<file path="src/rtl/xfft_sdf_stage.sv">
// Purpose: radix-2 single-path delay-feedback (SDF) butterfly stage; optional output register via XFFT_SDF_OREG_EN.
// Latency: 1 cycle i_valid->o_valid with XFFT_SDF_OREG_EN defined, otherwise 0 (combinational outputs).
// Backpressure: none; the stage advances only on i_valid and never stalls upstream.
module xfft_sdf_stage #(
  parameter int NB_I  = 10,
  parameter int NBF_I = 7,
  parameter int NB_O  = 11,
  parameter int DELAY = 8
) (
  input  logic                       i_clk,
  input  logic                       i_rst,
  input  logic                       i_valid,
  input  logic signed [NB_I-1:0]     i_data_r,
  input  logic signed [NB_I-1:0]     i_data_i,
  output logic signed [NB_O-1:0]     o_data_r,
  output logic signed [NB_O-1:0]     o_data_i,
  output logic                       o_valid,
  output logic                       o_tw_en,
  output logic [$clog2(DELAY)-1:0]   o_tw_idx
);

  localparam int KW = $clog2(DELAY);
  localparam int CW = KW + 1;

  // Elaboration-time parameter sanity checks
  if (NB_O != NB_I + 1) begin : g_bad_nb_o
    $error("NB_O must equal NB_I+1");
  end
  if (NBF_I >= NB_I) begin : g_bad_nbf_i
    $error("NBF_I must be smaller than NB_I");
  end
  if (DELAY < 2 || (DELAY & (DELAY - 1)) != 0) begin : g_bad_delay
    $error("DELAY must be a power of two, at least 2");
  end

  logic [CW-1:0]          cnt;
  logic                   pending;
  logic                   phase;
  logic [KW-1:0]          k;
  logic signed [NB_O-1:0] dl_r [DELAY];
  logic signed [NB_O-1:0] dl_i [DELAY];
  logic signed [NB_O-1:0] in_r, in_i;
  logic signed [NB_O-1:0] head_r, head_i;
  logic signed [NB_O-1:0] sum_r, sum_i, dif_r, dif_i;
  logic signed [NB_O-1:0] wr_r, wr_i;
  logic signed [NB_O-1:0] nx_r, nx_i;
  logic                   nx_valid;
  logic                   nx_tw_en;
  logic [KW-1:0]          nx_tw_idx;

  assign phase  = cnt[KW];
  assign k      = cnt[KW-1:0];
  assign in_r   = NB_O'(i_data_r);
  assign in_i   = NB_O'(i_data_i);
  assign head_r = dl_r[DELAY-1];
  assign head_i = dl_i[DELAY-1];

  // Butterfly arithmetic at full NB_O precision; no rounding, no saturation
  always_comb begin
    sum_r     = head_r + in_r;
    sum_i     = head_i + in_i;
    dif_r     = head_r - in_r;
    dif_i     = head_i - in_i;
    wr_r      = phase ? dif_r : in_r;
    wr_i      = phase ? dif_i : in_i;
    nx_r      = phase ? sum_r : head_r;
    nx_i      = phase ? sum_i : head_i;
    nx_valid  = phase | pending;
    nx_tw_en  = ~phase;
    nx_tw_idx = phase ? '0 : k;
  end

  // Sample counter and pending-difference flag, advanced only by valid samples
  always_ff @(posedge i_clk or posedge i_rst) begin
    if (i_rst) begin
      cnt     <= '0;
      pending <= 1'b0;
    end else if (i_valid) begin
      cnt <= cnt + 1'b1;
      if (cnt == '1) begin
        pending <= 1'b1;
      end else if (cnt == CW'(DELAY - 1)) begin
        pending <= 1'b0;
      end
    end
  end

  // Delay line: unreset shift register; stale contents are masked by pending=0
  always_ff @(posedge i_clk) begin
    if (i_valid) begin
      dl_r[0] <= wr_r;
      dl_i[0] <= wr_i;
      for (int j = 1; j < DELAY; j++) begin
        dl_r[j] <= dl_r[j-1];
        dl_i[j] <= dl_i[j-1];
      end
    end
  end

`ifdef XFFT_SDF_OREG_EN
  // Registered outputs: data and twiddle fields update on valid, held otherwise
  always_ff @(posedge i_clk or posedge i_rst) begin
    if (i_rst) begin
      o_valid  <= 1'b0;
      o_tw_en  <= 1'b0;
      o_tw_idx <= '0;
      o_data_r <= '0;
      o_data_i <= '0;
    end else begin
      o_valid <= i_valid & nx_valid;
      if (i_valid) begin
        o_tw_en  <= nx_tw_en;
        o_tw_idx <= nx_tw_idx;
        o_data_r <= nx_r;
        o_data_i <= nx_i;
      end
    end
  end
`else
  logic signed [NB_O-1:0] hold_r, hold_i;
  logic                   hold_tw_en;
  logic [KW-1:0]          hold_tw_idx;

  // Last emitted values, so data stays put while i_valid is low
  always_ff @(posedge i_clk or posedge i_rst) begin
    if (i_rst) begin
      hold_r      <= '0;
      hold_i      <= '0;
      hold_tw_en  <= 1'b0;
      hold_tw_idx <= '0;
    end else if (i_valid) begin
      hold_r      <= nx_r;
      hold_i      <= nx_i;
      hold_tw_en  <= nx_tw_en;
      hold_tw_idx <= nx_tw_idx;
    end
  end

  // Combinational outputs: live result on valid, held result in gaps
  always_comb begin
    o_valid  = i_valid & nx_valid;
    o_data_r = i_valid ? nx_r : hold_r;
    o_data_i = i_valid ? nx_i : hold_i;
    o_tw_en  = i_valid ? nx_tw_en : hold_tw_en;
    o_tw_idx = i_valid ? nx_tw_idx : hold_tw_idx;
  end
`endif

endmodule

</file>
<file path="config.mk">
export PLATFORM = sky130hd
export DESIGN_NAME = xfft_sdf_stage
export DESIGN_NICKNAME = d
export VERILOG_FILES = /design/src/rtl/xfft_sdf_stage.sv
export SDC_FILE = /design/constraint.sdc
export NUM_CORES = 1
export LEC_CHECK = 0
export CAP_MARGIN = 30
export CORE_ASPECT_RATIO = 0.75
export CORE_MARGIN = 3
export CORE_UTILIZATION = 30
export DETAILED_ROUTE_END_ITERATION = 7
export GPL_TIMING_DRIVEN = 0
export MAX_ROUTING_LAYER = met4
export PLACE_DENSITY = 0.5
export SKIP_CTS_REPAIR_TIMING = 1
export SLEW_MARGIN = 40
export SYNTH_ARGS = -nofsm -noshare
export SYNTH_HDL_FRONTEND = slang
export SYNTH_SLANG_ARGS = --single-unit
</file>
<file path="constraint.sdc">
create_clock -name i_clk -period 4.05 [get_ports i_clk]
set_input_delay 1.0125 -clock i_clk [delete_from_list [all_inputs] [get_ports i_clk]]
set_output_delay 1.0125 -clock i_clk [all_outputs]
set_load 0.03 [all_outputs]
</file>
# After elaboration in Yosys (flattened, before gate mapping)
# Memories as Yosys holds them, arrays and structs flattened.
# Cells that the tools add are included.
# word_totals
regBits	31
latchBits	0
mem_bits_rw	176
mem_bits_ro	0
output_inout_bits	27
word_cells	33
memories	2
# classes
n_addsub	5
n_mul	0
div_mod_pow	0
magnitude_cmp	0
n_eq_ne	2
n_shift	0
mux	13
n_bitwise	3
n_reduce_logical	2
# memory_table
name	depth	width	rd	rd_clocked_by_memory_dff	write_ports	line_no	source
dl_i	8	11	8	0	8	41	logic signed [NB_O-1:0] dl_i [DELAY];
dl_r	8	11	8	0	8	40	logic signed [NB_O-1:0] dl_r [DELAY];
# ops
operator	count
$mux W11	6
$add A11 B10 Y11	2
$sub A11 B10 Y11	2
$mux W3	2
$mux W1	5
$add A4 B1 Y4 const B	1
$eq A4 B3 Y1 const B	1
$eq A4 B4 Y1 const B	1
$reduce_and A2 Y1	1
$reduce_bool A2 Y1	1
$and A1 B1 Y1	1
$not A1 Y1	1
$or A1 B1 Y1	1

# Logic depth before layout (Yosys ltp)
# Gate-level depths: netlist of run 1.
# logic_depth
ltp_word	3
ltp_mapped	10
mapped_depth_nobuf	10

# Worst setup path after synthesis of run 1
# OpenSTA, ideal clock, no wires.
# synth_path
kind	input-to-output
from	input port i_data_i[0]
to	output port o_data_i[10]
arrival_time_ps	3566
t_required_ps	3038
slack_ps	-529
cell_stages	10
n_path_buf	0
cell_sequence	ha_1 > inv_1 > fa_1 > o21ba_2 > or4_4 > a211oi_2 > o21bai_2 > xnor2_1 > or3_1 > a31oi_1
# synth_via
elab_chain_cells	3
# synth_rtl
item	line_no	source
start, declared	14	input logic signed [NB_I-1:0] i_data_i,
$add A11 B10 Y11	61	sum_i = head_i + in_i;
$mux W11	67	nx_i = phase ? sum_i : head_i;
$mux W11	n/a	
end, declared	16	output logic signed [NB_O-1:0] o_data_i,
# No other way between the ends.

# Worst setup path after layout of run 1
# Ends and elaborated chain as after synthesis.

==> results of run 1 <==
[layout make-up]
class	count	area, um2
Fill cell	2657	17160
Multi-Input combinational cell	325	2718
Inverter	39	153.9
Clock inverter	15	112.6
Tap cell	385	481.7
Timing Repair Buffer	80	908.4
Buffer	14	76.32
Clock buffer	25	583.1
Sequential cell	207	6061
[flip-flops by register name, indices dropped and copies added (netlist names)]
register	count
cnt	4
dl_i	88
dl_r	88
hold_i	11
hold_r	11
hold_tw_en	1
hold_tw_idx	3
pending	1
[worst max-delay path, stage by stage]
cell      delay (ns)
buf_8           0.09
ha_4            0.13
inv_2           0.04
fa_2            0.40
o21ba_4         0.21
or4_4           0.52
a211oi_4        0.30
o21bai_2        0.11
xnor2_2         0.15
or3_4           0.38
a31oi_4         0.26
buf_6           0.17
[synthesized netlist by cell type, drive strengths merged, types with 3 or more instances]
library cell and number:
a2111oi 3, a211oi 7, a21o 12, a21oi 27
a22o 3, a22oi 4, a31o 3, a31oi 3
buf 8, clkbuf 13, dfrtp 31, edfxtp 176
fa 4, ha 41, inv 38, mux2 6
mux2i 10, nand2 17, nand2b 10, nand3 8
nor2 53, nor2b 6, nor3 5, o21a 6
o21ai 25, o21bai 3, o22ai 3, or3 10
xnor2 18, xor2 10
[kinds of logic (layout without fill, tap and decap cells)]
family	Yosys count	after routing	share of synthesized area [%]
flops	207	207	69.95
compound gates	118	118	9.358
simple gates	118	118	6.412
buf+inv	60	173	2.671
fa+ha+maj	45	45	6.845
xor+xnor	28	28	2.830
mux	16	16	1.935
[routing by layer]
layer | vias up | part of all wire [%] | track usage (%)
met2 | 103 | 41 | 16.37
met4 | 0 | 2.7 | 3.561
met5 | - | 0 | -
met3 | 44 | 5.1 | 2.065
met1 | 2569 | 51 | 18.94
li1 | 2379 | - | -
[power groups by stage]
stage | clock network [mW] | logic (mW) | registers, mW
CTS | 2.00 | 1.42 | 2.80
global route | 2.09 | 1.64 | 2.83
detailed placement | 0 | 1.41 | 2.84
floorplan | 0 | 0.839 | 2.80
global placement | 0 | 1.39 | 2.85
finish | 1.92 | 1.53 | 2.80
[per-stage QoR]
step | setup WS, ns | setup TNS [ns] | cells
2_1_floorplan | -0.2423 | -0.2423 | 592
6_report | -0.7361 | -1.755 | 1090
5_1_grt | -0.8092 | -2.356 | 1090
4_1_cts | -1.691 | -33.63 | 1068
3_5_place_dp | -1.677 | -33.58 | 1028
3_3_place_gp | -6.626 | -926.57 | 1026
[placed cells by master (no fill, tap or decap), types with 7 or more instances in the layout]
master           count
dfrtp_1             31
o21ai_0             21
ha_1                27
clkbuf_16           28
a21o_1              11
dlymetal6s2s_1      21
ha_4                12
inv_1               24
nand2b_1             9
a21oi_1             24
or3_1                8
inv_2               12
buf_4               26
mux2i_1             10
clkdlybuf4s50_1      7
buf_6                7
clkbuf_2            12
edfxtp_1           176
xor2_1              10
nand2_1             16
xnor2_1             16
nor2_1              51
[final timing paths]
kind / slack [ns] / cells after the start / to / start
max: -0.74 / 12 / o_data_i[10] / i_data_i[0]
min: 0.42 / 0 / dl_i[1][16] / dl_i[1][5]
max reg2reg: 0.97 / 10 / hold_i[10] / dl_i[1][33]
min reg2reg: 0.42 / 0 / dl_i[1][16] / dl_i[1][5]
max in group asynchronous: 2.76 / 2 / hold_r[4] / i_rst
min in group asynchronous: 0.89 / 2 / hold_r[9] / i_rst
==> metrics.md, run 1 <==
| Metric | Value |
|---|---|
| Die area | 0.03098 mm2 |
| Clock group share of total power | 30.8% |
| Combinational power share | 24.4% |
| Final Slew Violations | 0 |
| Crit-path max FO | 3 |
| Worst vdd ir | 0.0002056 V |
| Residual DRC | 0 |
| Post-synth top area share | 61.00% |
| Avg Inst Size Synth | 14.64 um2 |
| FMAX | 208.9 MHz |
| Critical path class | input pin to output pin |
| CP arrival | 3.77 ns |
| Post-DP Area | 0.009719 mm2 |
| Vias in the first global route | 5029 |
| Synth Warn # | 0 |
| Worst EP required | 3.04 ns |
| Finished Cell Area | 0.01109 mm2 |
| Area contributors post-synth | edfxtp_1, dfrtp_1, ha_1 |
| Pwr per Cell Area | 563.2 mW/mm2 |
| Total Wirelength | 19740 um |
| CTS tree | yes |
| GRT overflow | 0 |
| Sinks on Clock Net | 207 |
| Synth area leader | edfxtp_1 |
| Detailed placer's ending HPWL | 12310 um |
| Clock latency on the worst-skew pair | 0.50 ns |
| Static leakage | 4.381 nW |
| Crit end category | output pin |
| Port bufs | 49 |
| Die span in x | 202.2 um |
| CTS buffer count | 22 |
| WHS | 0.4158 ns |
| Worst slew pin tran | 0.7638 ns |
| Net Sw Frac | 29.83% |
| Synth Register Bits | 207 |
| Largest net degree at the start of global routing | 78 |
| Max cap viols | 0 |
| Antenna cells | 0 |
| Vias | 5095 |
| Final period util | 118.2% |
| Wire per inst | 18.11 um |
| Core ar. | 0.02825 mm2 |
| Clk slew on worst S/H paths | 0.06 ns |
| Outcome | finished, violations left |
| H-tree levels | 1 |
| Synth cell types | 57 |
| Antenna Violating Nets Remaining | 0 |
| Internal power | 4.385 mW |
| Net load switching power | 1.864 mW |
| Final min period | 4.786 ns |
| Die Ht | 153.2 um |
| Worst hold path class | flip-flop to flip-flop |
| Net count, final | 757 |
| Post-synth EDFFs | 176 |
| Ports | 50 |
| Router iterations before antenna repair | 4 |
| Via/cell ratio | 4.674 |
| Layout cell share with drive strength beyond 1 | 23.83% |
| Power Total | 6.249 mW |
| Async S/R FF share, synth | 14.98% |
| Sequential fraction of design power | 44.8% |
| CP Launch Type | input pin |
| Initial core utilization | 30.67% |
| Post-synthesis sequential area ratio | 69.95% |
| Placement row count | 53 |
| CTS Buffer Depth | 3 |
| DR iter-0 viols | 266 |
| Top_reg_cell synth | edfxtp_1 |
| Mapped Area | 0.008665 mm2 |
| Layout area overhead | 28.04% |
| Setup violators final | 4 |
| Synth Instances | 592 |
| Final Core Density | 39.27% |
| Initial antenna violation count | 0 |
| Placer Congestion | 0.8509 |
| Root Driver | clkbuf_16 |
| RSZ-0062 raised after global routing | yes |
| Worst setup slack after layout | -0.7361 ns |
| Rel. slew slack | 49.08% |
| Violated checks | setup timing |
| Global-route wire length before repair | 28970 um |
| Syn_nets | 660 |
| Final setup skew | 0.01221 ns |
| Fin. Hold Viols | 0 |
| GRT Util Overall | 12.25% |
No activity file was read; power rests on OpenSTA's default activity.
==> run 2, diff against run 1 <==
--- a/config.mk
+++ b/config.mk
@@ -10,11 +10,12 @@
 export CORE_MARGIN = 3
 export CORE_UTILIZATION = 30
 export DETAILED_ROUTE_END_ITERATION = 7
+export DONT_BUFFER_PORTS = 1
 export GPL_TIMING_DRIVEN = 0
 export MAX_ROUTING_LAYER = met4
-export PLACE_DENSITY = 0.5
+export PLACE_DENSITY = 0.48
 export SKIP_CTS_REPAIR_TIMING = 1
-export SLEW_MARGIN = 40
+export SLEW_MARGIN = 20
 export SYNTH_ARGS = -nofsm -noshare
 export SYNTH_HDL_FRONTEND = slang
 export SYNTH_SLANG_ARGS = --single-unit
==> run 2 against run 1 <==
Effect of this change:
- the run still ends with setup timing left
- maximum frequency increased by 8.5%
- flip-flop and latch count unchanged
- critical path type unchanged
- clock skew up 0.0031 ns
- sequential share of layout area increased by 5.3 points
- utilization fell by 3.5 points
- cell area fell by 8.9%
- combinational power decreased by 20%
- routed wire length shrank 6.7%
- highest routed layer unchanged
- final cell count shrank 6.2%
- global-route usage shrank 0.30 points
- non-clock buffer count fell by 68
==> metrics.md, run 2 (synthesis results as in run 1) <==
| Metric | Value |
|---|---|
| Worst EP required | 3.04 ns (about the same) |
| Clock latency on the worst-skew pair | 0.50 ns (about the same) |
| Final setup skew | 0.01536 ns (+0.003147 ns) |
| Router iterations before antenna repair | 4 (unchanged) |
| Largest net degree at the start of global routing | 178 (+130%) |
| Final Slew Violations | 0 (unchanged) |
| Net load switching power | 1.765 mW (-5.3%) |
| Net count, final | 689 (-9.0%) |
| Critical path class | input pin to output pin |
| Worst vdd ir | 0.0002261 V (+10%) |
| Die span in x | 202.2 um (unchanged) |
| Vias | 4757 (-6.6%) |
| Combinational power share | 20.0% (-4.4 points) |
| Sinks on Clock Net | 207 (unchanged) |
| Max cap viols | 0 (unchanged) |
| Fin. Hold Viols | 0 (unchanged) |
| Internal power | 4.317 mW (-1.6%) |
| Setup slack after placement | -0.5863 ns (+1.091 ns) |
| DR iter-0 viols | 429 (+61%) |
| H-tree levels | 1 (unchanged) |
| Top Registers | dl_i: 88 flops, dl_r: 88 flops |
| Placer Congestion | 0.8425 (-0.99%) |
| Most frequent cells in the layout | edfxtp_1, nor2_1, ha_1 |
| Core ar. | 0.02825 mm2 (unchanged) |
| FMAX | 226.8 MHz (+8.5%) |
| Global-route wire length before repair | 28070 um (-3.1%) |
| Crit end category | output pin |
| RSZ-0062 raised after global routing | yes |
| Die Ht | 153.2 um (unchanged) |
| Rel. slew slack | 31.04% (-18 points) |
| Layout cell share with drive strength beyond 1 | 13.34% (-10 points) |
| GRT overflow | 0 (unchanged) |
| Static leakage | 3.777 nW (-14%) |
| Crit-path max FO | 3 (unchanged) |
| Wire per inst | 18.01 um (-0.54%) |
| Pwr per Cell Area | 601.4 mW/mm2 (+6.8%) |
| Vias in the first global route | 4687 (-6.8%) |
| Detailed placer's ending HPWL | 12040 um (-2.2%) |
| Post-DP Area | 0.009174 mm2 (-5.6%) |
| Worst setup slack after layout | -0.3595 ns (+0.3767 ns) |
| Initial antenna violation count | 0 (unchanged) |
| Residual DRC | 0 (unchanged) |
| Initial core utilization | 30.67% (unchanged) |
| CTS Buffer Depth | 3 (unchanged) |
| Ports | 50 (unchanged) |
| Net Sw Frac | 29.02% (-0.81 points) |
| Worst slew pin tran | 1.034 ns (+0.2707 ns) |
| Root Driver | clkbuf_16 |
| Antenna cells | 0 (unchanged) |
| Worst hold path class | flip-flop to flip-flop |
| Setup TNS | -0.6618 ns (+1.093 ns) |
| Die area | 0.03098 mm2 (unchanged) |
| Setup violators final | 3 (-1) |
| Port bufs | 0 (-100%) |
| CTS buffer count | 22 (unchanged) |
| Via/cell ratio | 4.655 (-0.42%) |
| CP arrival | 3.40 ns (-0.37 ns) |
| CTS tree | yes |
| GRT Util Overall | 11.95% (-0.30 points) |
| Sequential fraction of design power | 46.0% (+1.2 points) |
| Clk slew on worst S/H paths | 0.07 ns (about the same) |
| WHS | 0.4151 ns (-0.0007510 ns) |
| Violated checks | setup timing |
| Antenna Violating Nets Remaining | 0 (unchanged) |
| Commonest non-fill, non-tap cell in the layout | edfxtp_1 |
| Final min period | 4.409 ns (-0.3767 ns) |
| Final period util | 108.9% (-9.3 points) |
| Total Wirelength | 18410 um (-6.7%) |
| Layout area overhead | 16.71% |
| CP Launch Type | input pin |
| Clock group share of total power | 34.0% (+3.2 points) |
| Finished Cell Area | 0.01011 mm2 (-8.9%) |
| Placement row count | 53 (unchanged) |
| Outcome | finished, violations left |
## run 2: cell count changes in the layout (fill, tap and decap cells not counted), sizes merged
cell and change:
buf -30, dlymetal6s2s -21, clkbuf -8, clkdlybuf4s50 -7
clkinvlp -3, bufinv +2, clkinv -1
## run 2: metrics by stage
step	power, mW	std cells	utilization (%)
6_report	6.082	1022	35.80
5_1_grt	6.365	1022	35.80
4_1_cts	6.100	1019	35.14
3_5_place_dp	3.995	979	32.47
3_3_place_gp	3.971	977	32.44
2_1_floorplan	3.638	592	-
## run 2: worst max-delay path, stage by stage
cell and delay, ns:
ha_4 0.12, inv_2 0.03, fa_2 0.34, o21ba_4 0.23, or4_4 0.46, a211oi_4 0.27
o21bai_2 0.10, xnor2_1 0.14, or3_4 0.34, a31oi_4 0.34
## run 2: path summary, 6_finish.rpt
kind	end	slack, ns	startpoint	depth (start not counted)
min	dl_r[1][40]	0.42	dl_r[1][29]	0
min reg2reg	dl_r[1][40]	0.42	dl_r[1][29]	0
max in group asynchronous	hold_i[6]	3.05	i_rst	1
max	o_data_i[10]	-0.36	i_data_i[0]	10
max reg2reg	hold_i[10]	1.05	dl_i[1][33]	10
min in group asynchronous	hold_r[0]	0.52	i_rst	1
## run 2: area by class of cell
class | instances | area, um2
Fill cell | 2742 | 18140
Sequential cell | 207 | 6061
Multi-Input combinational cell | 325 | 2540
Clock buffer | 27 | 610.6
Tap cell | 385 | 481.7
Inverter | 39 | 146.4
Clock inverter | 13 | 142.6
Buffer | 17 | 72.57
Timing Repair Buffer | 9 | 57.56
## run 2: routing by layer
layer  global-route usage (%)  part of all wire [%]  vias up
met5                        -                     0        -
met4                    2.506                   1.7        0
met3                    5.003                   8.9       25
met2                    15.84                    41       89
met1                    17.06                    49     2417
li1                         -                     -     2226
## run 2: power groups by stage
stage / Clock, mW / Combinational, mW / Sequential [mW]
6_report: 2.07 / 1.22 / 2.80
5_1_grt: 2.21 / 1.32 / 2.83
4_1_cts: 2.13 / 1.17 / 2.80
3_5_place_dp: 0 / 1.16 / 2.84
3_3_place_gp: 0 / 1.15 / 2.83
2_1_floorplan: 0 / 0.839 / 2.80
